===== config.mk =====
export PLATFORM = sky130hd
export DESIGN_NAME = mem_arbiter_flat
export DESIGN_NICKNAME = d
export VERILOG_FILES = /design/src/rtl/mem_arbiter_if.sv /design/src/rtl/mem_arbiter.sv /design/src/flat_wrapper.sv
export SDC_FILE = /design/constraint.sdc
export NUM_CORES = 1
export LEC_CHECK = 0
export CORE_AREA = 2 2 546 548
export DETAILED_ROUTE_END_ITERATION = 10
export DIE_AREA = 0 0 548 550
export GPL_ROUTABILITY_DRIVEN = 0
export GPL_TIMING_DRIVEN = 1
export PLACE_DENSITY_LB_ADDON = 0.1
export RECOVER_POWER = 25
export SYNTH_ARGS = -nofsm -noshare
export SYNTH_HDL_FRONTEND = slang
export SYNTH_SLANG_ARGS = --single-unit

===== constraint.sdc =====
create_clock -name clk -period 2.8 [get_ports clk]
set_input_delay 0.28 -clock clk [delete_from_list [all_inputs] [get_ports clk]]
set_output_delay 0.28 -clock clk [all_outputs]
set_load 0.01 [all_outputs]

===== src/rtl/mem_arbiter_if.sv =====
`default_nettype none
// ============================================================================
//  Module   : mem_arbiter_if
//  Purpose  : Bundles the I-cache, D-cache and physical-memory signals that
//             meet at the memory arbiter.
//  Revision : 1.0  initial release
// ============================================================================
interface mem_arbiter_if #(
  parameter int LINE_W = 256,
  parameter int ADDR_W = 32
);
  // I-cache side
  logic              i_read;
  logic [ADDR_W-1:0] i_addr;
  logic [LINE_W-1:0] i_rdata;
  logic              i_resp;
  // D-cache side
  logic              d_read;
  logic              d_write;
  logic [ADDR_W-1:0] d_addr;
  logic [LINE_W-1:0] d_wdata;
  logic [LINE_W-1:0] d_rdata;
  logic              d_resp;
  // Physical memory side
  logic              pmem_read;
  logic              pmem_write;
  logic [ADDR_W-1:0] pmem_addr;
  logic [LINE_W-1:0] pmem_wdata;
  logic [LINE_W-1:0] pmem_rdata;
  logic              pmem_resp;
  // Status
  logic              timeout_err;

  // Arbiter view
  modport slave (
    input  i_read, i_addr, d_read, d_write, d_addr, d_wdata, pmem_rdata, pmem_resp,
    output i_rdata, i_resp, d_rdata, d_resp, pmem_read, pmem_write, pmem_addr,
           pmem_wdata, timeout_err
  );

  // Environment view (caches plus memory)
  modport master (
    output i_read, i_addr, d_read, d_write, d_addr, d_wdata, pmem_rdata, pmem_resp,
    input  i_rdata, i_resp, d_rdata, d_resp, pmem_read, pmem_write, pmem_addr,
           pmem_wdata, timeout_err
  );
endinterface
`default_nettype wire


===== src/rtl/mem_arbiter.sv =====
`default_nettype none
// ============================================================================
//  Module   : mem_arbiter
//  Purpose  : Shares one line-granular memory port between the I-cache and
//             D-cache. One transaction at a time, round-robin on ties, with a
//             sticky watchdog flag for a memory that never answers.
//  Revision : 1.0  initial release
// ============================================================================
module mem_arbiter #(
  parameter int LINE_W  = 256,
  parameter int ADDR_W  = 32,
  parameter int TIMEOUT = 1023
) (
  input  logic          clk,
  input  logic          rst,   // asynchronous, active low
  mem_arbiter_if.slave  bus
);

  localparam int WD_W = (TIMEOUT > 0) ? $clog2(TIMEOUT + 1) : 1;
  localparam logic [WD_W-1:0] WD_MAX = WD_W'(TIMEOUT);

  typedef enum logic [1:0] {
    IDLE    = 2'd0,
    SERVE_I = 2'd1,
    SERVE_D = 2'd2
  } state_t;

  state_t            state_q, state_d;
  logic              last_d_q, last_d_d;   // 1: D side won the last grant
  logic              cmd_rd_q, cmd_rd_d;
  logic              cmd_wr_q, cmd_wr_d;
  logic [ADDR_W-1:0] addr_q, addr_d;
  logic [LINE_W-1:0] wdata_q, wdata_d;

  logic i_pend;
  logic d_pend;
  logic grant_i;
  logic grant_d;
  logic serving;

  assign i_pend  = bus.i_read;
  assign d_pend  = bus.d_read | bus.d_write;
  // On a tie the side that did not win last time gets the port.
  assign grant_d = d_pend & (~i_pend | ~last_d_q);
  assign grant_i = i_pend & ~grant_d;
  assign serving = (state_q != IDLE);

  // Next state, grant bookkeeping and command capture at grant time
  always_comb begin
    state_d  = state_q;
    last_d_d = last_d_q;
    cmd_rd_d = cmd_rd_q;
    cmd_wr_d = cmd_wr_q;
    addr_d   = addr_q;
    wdata_d  = wdata_q;
    case (state_q)
      IDLE: begin
        if (grant_d) begin
          state_d  = SERVE_D;
          last_d_d = 1'b1;
          // A simultaneous read+write is illegal; the writeback wins.
          cmd_wr_d = bus.d_write;
          cmd_rd_d = bus.d_read & ~bus.d_write;
          addr_d   = bus.d_addr;
          wdata_d  = bus.d_wdata;
        end else if (grant_i) begin
          state_d  = SERVE_I;
          last_d_d = 1'b0;
          cmd_wr_d = 1'b0;
          cmd_rd_d = 1'b1;
          addr_d   = bus.i_addr;
          wdata_d  = '0;
        end
      end
      SERVE_I, SERVE_D: begin
        // The captured command is held until memory answers; dropping the
        // request mid-transaction does not abort it.
        if (bus.pmem_resp) begin
          state_d  = IDLE;
          cmd_rd_d = 1'b0;
          cmd_wr_d = 1'b0;
          addr_d   = '0;
          wdata_d  = '0;
        end
      end
      default: begin
        state_d  = IDLE;
        cmd_rd_d = 1'b0;
        cmd_wr_d = 1'b0;
        addr_d   = '0;
        wdata_d  = '0;
      end
    endcase
  end

  // State and captured command registers
  always_ff @(posedge clk or negedge rst) begin
    if (!rst) begin
      state_q  <= IDLE;
      last_d_q <= 1'b0;
      cmd_rd_q <= 1'b0;
      cmd_wr_q <= 1'b0;
      addr_q   <= '0;
      wdata_q  <= '0;
    end else begin
      state_q  <= state_d;
      last_d_q <= last_d_d;
      cmd_rd_q <= cmd_rd_d;
      cmd_wr_q <= cmd_wr_d;
      addr_q   <= addr_d;
      wdata_q  <= wdata_d;
    end
  end

  // Command registers are zero outside SERVE, so IDLE never drives memory.
  assign bus.pmem_read  = cmd_rd_q;
  assign bus.pmem_write = cmd_wr_q;
  assign bus.pmem_addr  = addr_q;
  assign bus.pmem_wdata = wdata_q;

  // Completion is steered only to the side being served; data is shared.
  assign bus.i_resp  = (state_q == SERVE_I) & bus.pmem_resp;
  assign bus.d_resp  = (state_q == SERVE_D) & bus.pmem_resp;
  assign bus.i_rdata = bus.pmem_rdata;
  assign bus.d_rdata = bus.pmem_rdata;

  generate
    if (TIMEOUT > 0) begin : g_wd
      logic [WD_W-1:0] wd_q, wd_d;
      logic            err_q, err_d;

      // Count SERVE cycles without a response; flag once the limit is hit
      always_comb begin
        wd_d  = wd_q;
        err_d = err_q;
        if (!serving) begin
          wd_d = '0;
        end else if (!bus.pmem_resp && (wd_q != WD_MAX)) begin
          wd_d = wd_q + 1'b1;
        end
        if (serving && (wd_d == WD_MAX)) begin
          err_d = 1'b1;
        end
      end

      // Watchdog counter and sticky error flag
      always_ff @(posedge clk or negedge rst) begin
        if (!rst) begin
          wd_q  <= '0;
          err_q <= 1'b0;
        end else begin
          wd_q  <= wd_d;
          err_q <= err_d;
        end
      end

      assign bus.timeout_err = err_q;
    end else begin : g_no_wd
      assign bus.timeout_err = 1'b0;
    end
  endgenerate

endmodule
`default_nettype wire


===== src/flat_wrapper.sv =====
// flat-port wrapper written by rule: the top's interface ports become plain ports
module mem_arbiter_flat 
#(
  parameter int LINE_W  = 256,
  parameter int ADDR_W  = 32,
  parameter int TIMEOUT = 1023
)
  (clk, rst, bus_i_read, bus_i_addr, bus_d_read, bus_d_write, bus_d_addr, bus_d_wdata, bus_pmem_rdata, bus_pmem_resp, bus_i_rdata, bus_i_resp, bus_d_rdata, bus_d_resp, bus_pmem_read, bus_pmem_write, bus_pmem_addr, bus_pmem_wdata, bus_timeout_err);
  mem_arbiter_if #(.LINE_W(LINE_W), .ADDR_W(ADDR_W)) bus_i ();
  input  logic clk;
  input  logic rst;
  input wire logic [$bits(bus_i.i_read)-1:0] bus_i_read;
  input wire logic [$bits(bus_i.i_addr)-1:0] bus_i_addr;
  input wire logic [$bits(bus_i.d_read)-1:0] bus_d_read;
  input wire logic [$bits(bus_i.d_write)-1:0] bus_d_write;
  input wire logic [$bits(bus_i.d_addr)-1:0] bus_d_addr;
  input wire logic [$bits(bus_i.d_wdata)-1:0] bus_d_wdata;
  input wire logic [$bits(bus_i.pmem_rdata)-1:0] bus_pmem_rdata;
  input wire logic [$bits(bus_i.pmem_resp)-1:0] bus_pmem_resp;
  output wire logic [$bits(bus_i.i_rdata)-1:0] bus_i_rdata;
  output wire logic [$bits(bus_i.i_resp)-1:0] bus_i_resp;
  output wire logic [$bits(bus_i.d_rdata)-1:0] bus_d_rdata;
  output wire logic [$bits(bus_i.d_resp)-1:0] bus_d_resp;
  output wire logic [$bits(bus_i.pmem_read)-1:0] bus_pmem_read;
  output wire logic [$bits(bus_i.pmem_write)-1:0] bus_pmem_write;
  output wire logic [$bits(bus_i.pmem_addr)-1:0] bus_pmem_addr;
  output wire logic [$bits(bus_i.pmem_wdata)-1:0] bus_pmem_wdata;
  output wire logic [$bits(bus_i.timeout_err)-1:0] bus_timeout_err;
  assign bus_i.i_read = bus_i_read;
  assign bus_i.i_addr = bus_i_addr;
  assign bus_i.d_read = bus_d_read;
  assign bus_i.d_write = bus_d_write;
  assign bus_i.d_addr = bus_d_addr;
  assign bus_i.d_wdata = bus_d_wdata;
  assign bus_i.pmem_rdata = bus_pmem_rdata;
  assign bus_i.pmem_resp = bus_pmem_resp;
  assign bus_i_rdata = bus_i.i_rdata;
  assign bus_i_resp = bus_i.i_resp;
  assign bus_d_rdata = bus_i.d_rdata;
  assign bus_d_resp = bus_i.d_resp;
  assign bus_pmem_read = bus_i.pmem_read;
  assign bus_pmem_write = bus_i.pmem_write;
  assign bus_pmem_addr = bus_i.pmem_addr;
  assign bus_pmem_wdata = bus_i.pmem_wdata;
  assign bus_timeout_err = bus_i.timeout_err;
  mem_arbiter #(.LINE_W(LINE_W), .ADDR_W(ADDR_W), .TIMEOUT(TIMEOUT)) u_core (.clk(clk), .rst(rst), .bus(bus_i));
endmodule

==> results.cfg <==
[cts]
postCtsSetupBuffers = 0
cts_tree = yes
cts_root_buf = clkbuf_16
clkSlewWorstSetupHoldPaths_ps = 80
cts_sinks = 304
cts_buffers = 50
cts_buffer_depth = 3
cts-htree-levels = 2
clk_latency_ps = 690

[timing]
min_period_ps = 2329
slew_headroom = 0.4601
fmax_mhz = 429.3
final_max_slew_viol_count = 0
fin_ws_ps = 470.9
rsz0062_at_grt = no
setup-violations-final = 0
fin_worst_skew_ps = 34.44
timing.final.crit_share = 0.8318
worst_pin_slew_ps = 809.9
hold_viol = 0
tns_ps = 0

[setup_path]
cp.required_ps = 2520
cp_cell_sequence = inv_1 -> ha_1 -> and2_2 -> clkdlybuf4s50_1
worstSetupStartpointType = flip-flop
worstPathArrival_ps = 2050
slowest_delay_ps = 570
slowest_stage = clkdlybuf4s50_1
criticalPathCategory = reg2out
end_kind = output port
crit_path_max_fanout = 3

[detailed_routing]
vias_per_cell = 1.911
ant_nets = 0
drtIter0Drc = 428
wl_um = 88850
wire_per_inst_um = 16.40
first_pass_iters = 4
vias = 10360
drcViolationCount = 0

[global_routing]
overflow = 0
grt_pass1_wl_um = 115100
track_usage = 0.05685
grt_max_degree = 62
antenna_found_initial = 24
grt_pass1_vias = 11760

[synthesis]
syn_nets = 1881
synth_cells = 1295
synth_seq_area_share = 0.5041
synth_warnings = 0
syn_area_per_cell_um2 = 11.65
ys_ff_latch = 304
synth_area_um2 = 15090
yosysUniqueCellTypes = 43

[layout]
fin_util = 0.08340
drive_gt1_frac = 0.09824
nets = 2023
final_common_cell = clkdlybuf4s50_1
final_cell_mix = clkdlybuf4s50_1 (617), dfrtp_1 (304), a22o_1 (256), clkbuf_16 (52), and3_1 (35)
area_delta_synth_final_pct = 63.31
final_area_um2 = 24650

[die]
top_level_ports = 1387
start_util = 0.05107
core_area_um2 = 295500
die_w_um = 548
rows = 200
die_y_um = 550
die_area_um2 = 301400

[power]
power.leakage_nw = 9.124
peakVddDrop_v = 0.0004450
p_per_area_nw_per_um2 = 1040

[placement]
io_buffer_count = 618
place_area_um2 = 22830
dp_slack_ps = 177.7
hpwl_um = 71450

[outcome]
outcome = finished, final reports clean

[worst_hold_path]
hold_path_class = in2reg

[flow_run]
maxCapViolCount = 0
==> sequential cells by signal, indices dropped and copies added (netlist names) <==
register / cells
u_core.bus.pmem_addr: 32
u_core.bus.pmem_read: 1
u_core.bus.pmem_wdata: 256
u_core.bus.pmem_write: 1
u_core.bus.timeout_err: 1
u_core.g_wd.wd_q: 10
u_core.last_d_q: 1
u_core.state_q: 2
==> where the power goes <==
part           leakage (nW)  switching (mW)  internal [mW]  total [mW]
sequential             4.04            1.24           6.21        7.45
combinational          4.22            5.56           5.57        11.1
clock                 0.870            2.70           4.36        7.06
==> critical path, delay by kind of cell (launching register included) <==
kind,cells,cell delay (ps)
simple gates,1,140
flops,1,430
buf+inv,2,670
fa+ha+maj,1,130
==> repair_timing <==
| item | in CTS | in global routing |
|---|---|---|
| hold buffers | 1 | 0 |
| hold endpoints to repair | 48 | 0 |
| gates resized for setup | 0 | 0 |
| setup endpoints to repair | 0 | 0 |
==> Yosys cell counts (all sizes together) <==
library cell	n	area [um^2]
a21boi	1	7.510
a21o	1	7.510
a21oi	4	20.02
a221o	32	320.3
a22o	256	2242
a311oi	2	23.77
a31oi	5	31.28
a41oi	1	8.760
and2	5	33.78
and2b	1	8.760
and3	35	219.0
and3b	2	18.77
and4	1	8.760
and4b	3	30.03
buf	549	4043
clkbuf	37	138.9
dfrtp	304	7607
ha	4	50.05
inv	4	15.01
mux2i	1	10.01
nand2	13	48.80
nand2b	1	8.760
nand3	4	20.02
nand4	1	6.260
nor2	9	33.78
nor2b	2	12.51
nor3	1	5.000
o2111ai	1	8.760
o21a	2	15.01
o21ai	8	43.79
o21bai	1	7.510
o41ai	1	16.27
or2	1	6.260
or3	1	6.260
xnor2	1	8.760
==> path summary, 6_finish.rpt <==
kind	slack (ps)	to	cells past startpoint	start
worst min register to register	490	u_core.bus.timeout_err	2	u_core.bus.timeout_err
worst max-delay path	470	bus_i_resp	4	u_core.state_q[1]
min in group asynchronous	230	u_core.bus.pmem_wdata[230]	2	rst
worst min-delay path	190	u_core.bus.pmem_wdata[32]	2	bus_d_wdata[32]
max in group asynchronous	1660	u_core.bus.pmem_addr[3]	3	rst
worst max register to register	500	u_core.bus.pmem_wdata[81]	8	u_core.state_q[1]
==> per-layer routing <==
| metal | vias to the layer above | global-route usage | share of wire |
|---|---|---|---|
| li1 | 4401 | - | - |
| met1 | 5032 | 0.05381 | 0.34 |
| met2 | 678 | 0.09663 | 0.48 |
| met3 | 236 | 0.03124 | 0.12 |
| met4 | 8 | 0.03370 | 0.055 |
| met5 | - | 0.0004690 | 0.00061 |
==> logic make-up (layout without fill, tap and decap cells) <==
logic type	after synthesis	count (layout)	share of synthesized area
AOI/OAI and AO/OA	315	315	0.1824
xor gates and xnor gates	1	1	0.0005804
adders and majority gates	4	4	0.003316
buffers and inverters	590	771	0.2781
DFF	304	304	0.5041
muxes	1	1	0.0006633
other	0	3	0
and+or+nand+nor	80	80	0.03092
==> stage by stage <==
step	power, mW	hold WS [ps]	instances
finish	25.63	193.8	5418
global route	27.46	116.5	5418
CTS	26.78	60.42	5415
detailed placement	19.22	385.4	5323
global placement	19.29	380.1	5323
floorplan	11.90	-15.59	1295
==> final cells by class <==
| class | instances | area, um^2 |
|---|---|---|
| fill | 34150 | 270900 |
| multi-input combinational | 401 | 3301 |
| antenna | 3 | 7.507 |
| timing repair buffer | 676 | 6992 |
| sequential | 304 | 7607 |
| inverter | 4 | 15.01 |
| tap | 3939 | 4928 |
| clock inverter | 17 | 322.8 |
| clock buffer | 74 | 1474 |
Note: power is estimated with default switching activity, not from simulation.
==> RTL edit (same flow settings) <==
`wdata_q` no longer has a reset.
--- a/src/rtl/mem_arbiter.sv
+++ b/src/rtl/mem_arbiter.sv
@@ -103,3 +103,2 @@
       addr_q   <= '0;
-      wdata_q  <= '0;
     end else begin
@@ -110,4 +109,7 @@
       addr_q   <= addr_d;
-      wdata_q  <= wdata_d;
     end
+  end
+
+  always_ff @(posedge clk) begin
+    wdata_q <= wdata_d;
   end
Check against the original RTL: not settled (the Yosys comparison gave no result); the edit may change what the design does.
==> RTL edit against the original RTL <==
  * Combinational power down 12%
  * Utilization about the same
  * Final area about the same
  * Worst hold slack better by 140 ps
  * Critical endpoint is now bus_d_resp
  * Wire length up 47%
  * Maximum frequency up 5.9%
  * Sequential cell count unchanged
  * Total power down 6.3%
  * Synthesized area up 3.8%
  * Critical path depth unchanged
  * Setup slack better by 130 ps
  * Clock power down 16%
  * Clock skew down 10 ps
==> RTL edit: results (changes against the original RTL) <==
| Metric | Value |
|---|---|
| Status | complete, no violations |
| Worst hold stages | 2 (unchanged) |
| Overall Global Routing Usage | 8.244% (+2.6 points) |
| Pleak | 7.917 nW (-13%) |
| Detailed placement HPWL | 115800 µm (+62%) |
| EDFF count, synth | 256 (+256) |
| Post-synthesis sequential area ratio | 56.76% (+6.4 points) |
| Number of buffers created by CTS | 42 (-16%) |
| DRT iter0 DRCs | 422 (-1.4%) |
| Unique masters post-synth | 41 (-4.7%) |
| Syn_nets | 1834 (-2.5%) |
| Worst skew pair latency | 620 ps (-70 ps) |
| Top_reg_cell synth | edfxtp_1 |
| CP startpoint | u_core.state_q[0]$_DFFE_PN0P_ |
| Share of post-route cells with drive strength above 1 | 10.57% (+0.74 points) |
| Largest cells by area after synthesis | edfxtp_1 (49%), buf_4 (25%), and2_1 (10%) |
| Antenna violations before repair | 11 (-54%) |
| DR WL/cell | 24.29 µm (+48%) |
| Post-CTS Setup Inserts | 0 (unchanged) |
| Vias | 9919 (-4.2%) |
| Layout Nets | 1983 (-2.0%) |
| Worst VDD drop | 0.0003753 V (-16%) |
| Vias in the first global route | 10800 (-8.1%) |
| Largest net degree at the start of global routing | 50 (-19%) |
| Reg2reg end | u_core.bus.pmem_wdata[25]$_SDFFCE_PN0P_ |
| Worst-path clk slew | 60 ps (-20 ps) |
| Skew final | 24.30 ps (-10.14 ps) |
| Commonest cells in the netlist | buf_4 (515), and2_1 (259), edfxtp_1 (256) |
| First-pass GRT wire length | 156600 µm (+36%) |
| Ys async rst share | 15.79% (-84 points) |
| Switch Pwr | 8.203 mW (-14%) |
| Placed inst area | 0.02318 mm² (+1.5%) |
| Reg-to-reg slack, setup | 630 ps (+130 ps) |
| Crit path to | bus_d_resp |
| CP Data Arrival Time | 1920 ps (-130 ps) |
| YS warnings | 0 (unchanged) |
| Slew headroom | 36.62% (-9.4 points) |
-- RTL edit: changes by cell type in the layout (fill, tap and decap cells not counted), sizes merged, moves of 5 or more --
cell,delta
a31oi,-5
edfxtp,+256
buf,-20
clkinv,+11
and2,+255
nand2,-8
clkbuf,-24
dfrtp,-256
a221o,-32
a22o,-224
mux2,+36
and3,-34
-- RTL edit: how the worst min path moves through the flow --
stage	start	endpoint	slack (ps)
2_1_floorplan	rst	u_core.bus.pmem_addr[0]$_DFFE_PN0P_	-20
3_3_place_gp	rst	u_core.bus.pmem_addr[8]$_DFFE_PN0P_	230
3_5_place_dp	rst	u_core.bus.pmem_addr[11]$_DFFE_PN0P_	240
4_1_cts	rst	u_core.bus.pmem_write$_DFFE_PN0P_	80
5_1_grt	bus_d_wdata[244]	u_core.bus.pmem_wdata[244]$_SDFFCE_PN0P_	300
6_report	bus_d_wdata[236]	u_core.bus.pmem_wdata[236]$_SDFFCE_PN0P_	330
-- RTL edit: worst max-delay path: stages (launching register included) --
cell and delay [ps]:
dfrtp_1 390, inv_1 100, ha_1 140, and2_1 120, clkdlybuf4s50_1 580
-- RTL edit: kinds of logic after synthesis --
family | count (synthesis) | synth area share, %
adder cells (fa/ha/maj) | 4 | 0.3196
XOR/XNOR | 2 | 0.1119
AND/OR/NAND/NOR | 291 | 11.53
AO/OA/AOI/OAI | 49 | 2.709
multiplexers | 39 | 2.780
buffers and inverters | 559 | 25.79
flip-flops | 304 | 56.76
-- RTL edit: area by class of cell --
cell class,count,area (µm²)
Sequential cell,304,8889
Clock buffer,49,1099
Timing Repair Buffer,657,6600
Multi-Input combinational cell,385,2741
Antenna cell,7,17.52
Tap cell,3939,4928
Fill cell,34110,270900
Inverter,7,26.28
Clock inverter,27,361.6
-- RTL edit: layer usage --
layer	vias up	wire, µm	track usage, %
met1	4512	31420	5.669
met5	-	156	0.2502
met3	130	26890	7.544
met4	14	4355	2.668
li1	3954	-	-
met2	1309	67750	15.37
-- RTL edit: metrics by stage --
stage | util (%) | hold slack, ps | worst slack [ps] | instances
3_5_place_dp | 7.842 | 237.7 | 342.1 | 5291
3_3_place_gp | 7.842 | 232.9 | 263.4 | 5291
4_1_cts | 8.340 | 82.67 | 469.4 | 5368
6_report | 8.345 | 334.3 | 599.6 | 5375
2_1_floorplan | - | -15.59 | 255.1 | 1248
5_1_grt | 8.340 | 296.3 | 394.2 | 5369
-- RTL edit: power groups by stage --
stage	Clock [mW]	Combinational (mW)	Sequential, mW
detailed placement	0	10.1	8.49
global route	6.40	10.5	8.53
floorplan	0	3.03	9.18
global placement	0	10.1	8.50
CTS	6.35	10.1	8.41
finish	5.92	9.80	8.30
